`src/rtl/sat_mul_seq.sv`:
```
// sat_mul_seq: sequential signed multiplier / multiply-accumulate with
// symmetric saturation to [-SAT, +SAT].
// Operation order: take the operand magnitudes, run WIDTH shift-add steps,
// restore the sign, add the optional addend, clamp, then hold the result
// until the consumer takes it.
// Optional feature: define SAT_MUL_OVF_FLAG_EN to add the ovf output, which
// is high when the held result was clamped.
module sat_mul_seq #(
  parameter int WIDTH = 11,
  parameter int SAT   = 999
) (
  input  logic             clk,
  input  logic             rst_n,
  input  logic             in_valid,
  output logic             in_ready,
  input  logic             mode,
  input  logic [WIDTH-1:0] acc,
  input  logic [WIDTH-1:0] arg1,
  input  logic [WIDTH-1:0] addend,
  output logic             out_valid,
  input  logic             out_ready,
`ifdef SAT_MUL_OVF_FLAG_EN
  output logic             ovf,
`endif
  output logic [WIDTH-1:0] out
);

  localparam int PW = 2 * WIDTH;        // unsigned product width
  localparam int SW = PW + 1;           // signed sum width, no wrap possible
  localparam int CW = $clog2(WIDTH) + 1;

  localparam logic signed [SW-1:0] SAT_HI = SW'(SAT);
  localparam logic signed [SW-1:0] SAT_LO = -SAT_HI;

  typedef enum logic [1:0] {
    IDLE,
    CALC,
    SATR,
    DONE
  } state_e;

  state_e            state_q, state_d;
  logic [PW-1:0]     mcand_q, mcand_d;   // multiplicand magnitude, shifts left
  logic [WIDTH-1:0]  mplier_q, mplier_d; // multiplier magnitude, shifts right
  logic [PW-1:0]     prod_q, prod_d;
  logic [CW-1:0]     cnt_q, cnt_d;
  logic              sign_q, sign_d;
  logic              mode_q, mode_d;
  logic [WIDTH-1:0]  addend_q, addend_d;
  logic [WIDTH-1:0]  out_q, out_d;
  logic              ovf_q, ovf_d;

  logic signed [SW-1:0] prod_s;
  logic signed [SW-1:0] addend_s;
  logic signed [SW-1:0] sum_s;

  // Magnitude as an unsigned WIDTH-bit value; the most-negative input maps
  // to 2^(WIDTH-1), which still fits, so negation never overflows.
  function automatic logic [WIDTH-1:0] mag_f(input logic [WIDTH-1:0] v);
    return v[WIDTH-1] ? (~v + WIDTH'(1)) : v;
  endfunction

  // Signed product plus optional addend, formed wide enough that it cannot wrap.
  assign prod_s   = sign_q ? -$signed({1'b0, prod_q}) : $signed({1'b0, prod_q});
  assign addend_s = $signed({{(SW-WIDTH){addend_q[WIDTH-1]}}, addend_q});
  assign sum_s    = prod_s + (mode_q ? addend_s : '0);

  // Next-state and datapath update for each phase of the operation.
  always_comb begin
    // NOTE: every _d defaults to its _q first, so no path can infer a latch.
    state_d  = state_q;
    mcand_d  = mcand_q;
    mplier_d = mplier_q;
    prod_d   = prod_q;
    cnt_d    = cnt_q;
    sign_d   = sign_q;
    mode_d   = mode_q;
    addend_d = addend_q;
    out_d    = out_q;
    ovf_d    = ovf_q;

    unique case (state_q)
      IDLE: begin
        if (in_valid) begin
          mcand_d  = {{WIDTH{1'b0}}, mag_f(acc)};
          mplier_d = mag_f(arg1);
          prod_d   = '0;
          cnt_d    = '0;
          sign_d   = acc[WIDTH-1] ^ arg1[WIDTH-1];
          mode_d   = mode;
          addend_d = addend;
          state_d  = CALC;
        end
      end
      CALC: begin
        if (mplier_q[0]) begin
          prod_d = prod_q + mcand_q;
        end
        mcand_d  = mcand_q << 1;
        mplier_d = mplier_q >> 1;
        cnt_d    = cnt_q + CW'(1);
        if (cnt_q == CW'(WIDTH - 1)) begin
          state_d = SATR;
        end
      end
      SATR: begin
        if (sum_s > SAT_HI) begin
          out_d = SAT_HI[WIDTH-1:0];
          ovf_d = 1'b1;
        end else if (sum_s < SAT_LO) begin
          out_d = SAT_LO[WIDTH-1:0];
          ovf_d = 1'b1;
        end else begin
          out_d = sum_s[WIDTH-1:0];
          ovf_d = 1'b0;
        end
        state_d = DONE;
      end
      DONE: begin
        if (out_ready) begin
          ovf_d   = 1'b0;
          state_d = IDLE;
        end
      end
      default: state_d = IDLE;
    endcase
  end

  // State and datapath registers with synchronous active-low reset.
  always_ff @(posedge clk) begin
    // NOTE: non-blocking assignments so every register samples pre-edge values.
    if (!rst_n) begin
      // NOTE: datapath registers are cleared too, so out reads 0 after reset.
      state_q  <= IDLE;
      mcand_q  <= '0;
      mplier_q <= '0;
      prod_q   <= '0;
      cnt_q    <= '0;
      sign_q   <= 1'b0;
      mode_q   <= 1'b0;
      addend_q <= '0;
      out_q    <= '0;
      ovf_q    <= 1'b0;
    end else begin
      state_q  <= state_d;
      mcand_q  <= mcand_d;
      mplier_q <= mplier_d;
      prod_q   <= prod_d;
      cnt_q    <= cnt_d;
      sign_q   <= sign_d;
      mode_q   <= mode_d;
      addend_q <= addend_d;
      out_q    <= out_d;
      ovf_q    <= ovf_d;
    end
  end

  assign in_ready  = (state_q == IDLE);
  assign out_valid = (state_q == DONE);
  assign out       = out_q;

`ifdef SAT_MUL_OVF_FLAG_EN
  assign ovf = ovf_q;
`else
  // The clamp flag is only observable through ovf; without it the register
  // has no reader and is removed by synthesis.
  logic unused_ovf;
  assign unused_ovf = ovf_q;
`endif

endmodule

```
`config.mk`:
```
export PLATFORM = sky130hd
export DESIGN_NAME = sat_mul_seq
export DESIGN_NICKNAME = d
export VERILOG_FILES = /design/src/rtl/sat_mul_seq.sv
export SDC_FILE = /design/constraint.sdc
export NUM_CORES = 1
export LEC_CHECK = 0
export ABC_AREA = 1
export BUFFER_PORTS_ARGS = -buffer_cell sky130_fd_sc_hd__buf_2
export CELL_PAD_IN_SITES_DETAIL_PLACEMENT = 1
export CELL_PAD_IN_SITES_GLOBAL_PLACEMENT = 2
export CORE_MARGIN = 2
export CORE_UTILIZATION = 34
export CTS_BUF_LIST = sky130_fd_sc_hd__clkbuf_2 sky130_fd_sc_hd__clkbuf_4 sky130_fd_sc_hd__clkbuf_8
export DETAILED_ROUTE_END_ITERATION = 6
export PLACE_DENSITY_LB_ADDON = 0.1
export SYNTH_ARGS = -nofsm -noshare
export SYNTH_HDL_FRONTEND = slang
export SYNTH_SLANG_ARGS = --single-unit
```
`constraint.sdc`:
```
create_clock -name clk -period 4.13 [get_ports clk]
set_input_delay 0.6195 -clock clk [delete_from_list [all_inputs] [get_ports clk]]
set_output_delay 0.6195 -clock clk [all_outputs]
set_load 0.03 [all_outputs]
```
; Word-level counts from Yosys, hierarchy flattened
; Index checks and enable logic that the tools add are counted.
[totals]
register_bits = 86
out_inout_bits = 13
elab_cells = 53
input_bits = 38
[op_classes]
bitwise_logic = 3
n_eq_ne = 8
muxes = 19
reduce_logical = 6
addsub = 6
order_cmp = 2
[op_table]
columns = operator, count
row1 = $pmux 22 s2, 2
row2 = $mux 22, 3
row3 = $mux 11, 5
row4 = $mux 23, 2
row5 = $add 23x23->23, 1
row6 = $gt 23x11->1 const B, 1
row7 = $lt 23x11->1 const B, 1
row8 = $neg 22->23, 1
row9 = $add 11x1->11 const B, 2
row10 = $add 22x22->22, 1
row11 = $not 11->11, 2
row12 = $pmux 11 s2, 1
row13 = $pmux 5 s2, 1
row14 = $pmux 2 s4, 1
row15 = $mux 2, 3
row16 = $ne 2x2->1 const B, 3
row17 = $reduce_and 3->1, 2
row18 = $add 5x1->5 const B, 1
row19 = $eq 5x4->1 const B, 1
row20 = $mux 5, 1
row21 = $eq 2x2->1 const B, 2
row22 = $reduce_and 2->1, 2
row23 = $eq 2x1->1 const B, 1
row24 = $logic_not 2->1, 1
row25 = other kinds (3), 3

; Longest topological paths before layout
[logic_depth]
word_depth = 6
depth_mapped = 29
ltp_nobuf = 29

; Worst setup path after synthesis
; Ideal clock, no wire load.
[synth_timing]
kind = register -> register
start = register prod_q[1]
end = register out_q[1], in the netlist out[1]
stages_incl_launch_ff = 30
path_slack_ps = 903
synth_period_minus_slack_ps = 3227
setup_time_ps = 113
n_path_buf = 0
t_arrival_ps = 3114
required_ps = 4017
cell_sequence = dfxtp_1 > inv_1 > ha_1 > inv_1 > nor3_2 > inv_1 > nor3_2 > inv_1 > nor2_1 > nand3_1 > nand2_1 > o21ai_0 > a21oi_1 > xnor2_1 > ha_1 > nand2_1 > nor2_1 > nand2_1 > nor2_1 > nand2_1 > nand3_1 > nand2_1 > nand2_1 > nand2_1 > nor2_1 > nand4_1 > nand2_2 > nand2_4 > o21ai_1 > inv_1
[synth_via]
elab_chain_len = 6
word_cells_on_any_way = 7
classes_between = 2 x add/sub / 2 x order compare / 3 x mux
[synth_lines]
columns = element, line_no
row1 = start: declaration, 45  ; logic [PW-1:0] prod_q, prod_d;
row2 = start signal: assignment, 148  ; prod_q <= prod_d;
row3 = $neg 22->23, 64  ; assign prod_s = sign_q ? -$signed({1'b0, prod_q}) : $signed({1'b0, prod_q});
row4 = $mux 23 (*), 64
row5 = $add 23x23->23 (*), 66  ; assign sum_s = prod_s + (mode_q ? addend_s : '0);
row6 = $lt 23x11->1, 110  ; end else if (sum_s < SAT_LO) begin
row7 = $mux 11, 110
row8 = $mux 11 (*), 107  ; if (sum_s > SAT_HI) begin
row9 = end signal: assignment, 153  ; out_q <= out_d;
row10 = end: declaration, 50  ; logic [WIDTH-1:0] out_q, out_d;
; Every way passes the cells marked *; elsewhere a longest branch is shown, timed or not.
; A chain may end at the register's enable or synchronous reset.

; Worst setup path in the final report
[layout_timing]
start = register prod_q[1]
end = register out_q[6], in the netlist out[6]
; Same word-level chain as after synthesis.

==> metrics.txt <==
Layout Skew 0.0222 ns; Initial Util 34.6%; number of flops mapped to enable cells by yosys 0; Async SR Flop Fraction 0%; FF+latch count, synth 86; Vias 7648; final hold viol count 0; # IOs 51; Area contributors post-synth dfxtp_1 (24%), nand2_1 (17%), ha_1 (9.3%), a21oi_1 (9.1%), inv_1 (8.5%); worst path required time around 4.4 ns; Synth cell types 44; Fmax approximately 0.26 GHz; # diodes 0; PwrDens 411 nW/um2; Site Rows 53; initial antenna violation count 0; synthesis-to-layout area growth 15.0%; period utilization 93.9%; worst slew pin tran 0.592 ns; CTS tree yes; Sink Count 86; Worst Path Max Fanout 8; total CTS buffers 9; vias per cell slightly below 5; core area 21000 um2; Post-Syn Instances between 1000 and 1500; die area 22500 um2; ANT nets after route 0; fin util between 30% and 40%; Slew Limit Headroom 60.5%; max_cap viols 0; remaining global-route overflow 0; Ys Warns 0; placed cell areas 7820 um2; area leader, netlist dfxtp_1; Max clock buf depth 2; Pleak 4.14 nW; final non-filler cell total between 1500 and 2000; GPL Wtd Cong 0.795; area share of the largest cell type after synthesis roughly a quarter; maximum vdd drop 0.000379 V; Hold Path Class flip-flop to flip-flop; share of cells above drive strength 1 13.4%; minimum clock period 3.88 ns; setup TNS 0 ns; # fillers 2884; WHS 0.475 ns; Port Buffer Count 50; CP arrival ~4.2 ns; # H-tree levels 3; Setup crit end kind flip-flop; first-pass GRT wire length about 38 mm; die outline width 150 um; routed len/inst 14.9 um; Avg Cell Area, Syn around 6.0 um2; Startpoint Class flip-flop; drt initial violations 271; min setup slack post-route 0.251 ns; Post-Route WL 23.0 mm; run status finished, final reports clean; Reg clk slew, reported paths roughly 0.1 ns; critical path type flip-flop to flip-flop; sequential cell area fraction in the yosys report 23.7%; placed cell count 1516; max-slew violation count 0; Root Driver clkbuf_8; DP Wirelength 18.4 mm; syn_nets 1302; Synth Flop Type dfxtp_1; residual DRC count 0; Setup violations, final 0; GRT Total Usage 21.1%; synthesized area 7250 um2; Final #Nets 1357; Final Power between 3 and 4 mW; die height between 150 and 200 um; DP Worst Slack 0.134 ns; Clk Latency, worst-skew pair 0.38 ns; largest net degree at the start of global routing between 50 and 60; DR pass1 iterations 4; vias in the first global route 7479; Design Area, Final 8340 um2
## report_power, final
part           switching (mW)  internal (mW)
combinational            1.14          0.550
clock                   0.329          0.303
sequential              0.116          0.987
## worst paths after layout
kind | start | slack [ns] | endpoint | cells after the start
max | prod_q[1] | 0.25 | out[6] | 27
min | out[10] | 0.47 | out[10] | 2
max reg2reg | prod_q[1] | 0.25 | out[6] | 27
min reg2reg | out[10] | 0.47 | out[10] | 2
## layout make-up
type | count | area [um2] | area share (%)
repair buffers | 71 | 408 | 4.89
flip-flops and latches | 86 | 1730 | 20.7
multi-input cells | 924 | 5020 | 60.2
inverters | 171 | 642 | 7.70
well taps | 275 | 344 | 4.13
clock buffers | 11 | 145 | 1.74
clock inverters | 4 | 55.1 | 0.660
## registers in the layout, indices dropped and copies added, names as in the netlist
register  cells
prod_q       22
mode_q        1
mcand_q      22
sign_q        1
state_q       2
mplier_q     11
cnt_q         5
out          11
addend_q     11
## worst max-delay path: stages (launching register included)
cell     delay (ns)
dfxtp_1        0.35
inv_1          0.11
ha_1           0.15
inv_1          0.05
nor3_2         0.16
inv_1          0.11
nor3_4         0.23
inv_2          0.08
nor2_4         0.12
nand3_1        0.10
nand2_2        0.09
o21ai_2        0.07
xor2_1         0.15
ha_1           0.39
nand2_1        0.14
nand2_1        0.07
nand3_1        0.07
nand2_1        0.05
a21oi_1        0.18
nand4_1        0.15
nand2_1        0.10
nand2_1        0.06
nor2_2         0.08
nand4_1        0.22
nand2_2        0.19
nand2_4        0.12
o21ai_2        0.17
inv_1          0.04
## logic make-up after synthesis
family                     share of synthesized area, %
AOI/OAI and AO/OA                                  17.8
xor gates and xnor gates                           3.62
adders and majority gates                          9.87
buffers and inverters                              10.2
DFF                                                23.7
and+or+nand+nor                                    34.8
## per-layer routing
layer  GRT usage (%)  wire [um]  share of wire, %  vias to the layer above
li1                -          -                 -                     4013
met1            29.7      12000                52                     3556
met2            34.7      10300                45                       62
met3            2.29        394               1.7                       17
met4            4.48        256               1.1                        0
met5               0          0                 0                        -
## Yosys cell counts (2+ instances only)
master / number
dfxtp_1: 86
a21oi_1: 132
clkinv_1: 2
nand3b_1: 3
clkbuf_1: 26
a21boi_0: 2
o21ai_1: 11
inv_1: 164
or2_2: 5
inv_2: 5
nor2_2: 2
xnor2_1: 7
nor2_1: 129
ha_1: 54
nand2_1: 331
a31oi_1: 6
o21bai_1: 6
nand3_1: 72
xor2_1: 23
o22ai_1: 2
nor4_1: 2
nor3_2: 5
fa_1: 2
nand4_1: 13
nand2_2: 11
o211ai_1: 11
nor3_1: 17
and2_1: 3
o21ai_0: 61
## layout by cell type (no fill, tap or decap), types with 3 or more instances in the layout
cell      count
o21ai_1       4
nand4_1      13
inv_1       162
a21oi_2       6
inv_2         7
o21ai_0      60
nor3_1       17
o211ai_1     11
nor2_1      116
nor2_2       11
clkbuf_8     10
nor2_4        5
xor2_1       21
or2_2         5
a31oi_1       6
nand3b_1      3
nor3_4        3
ha_1         51
dfxtp_1      84
o21bai_1      5
nand2_1     322
nand3_2       5
o21ai_2       9
buf_4        21
nand3_1      68
nand2_2      19
a21oi_1     126
buf_2        50
xnor2_1       7
## timing repair
item                       CTS  global route
setup endpoints to repair    0            10
gates resized for setup      0            64
setup buffers                0            11
hold buffers                 0             0
Power figures use the tool's default switching activity.
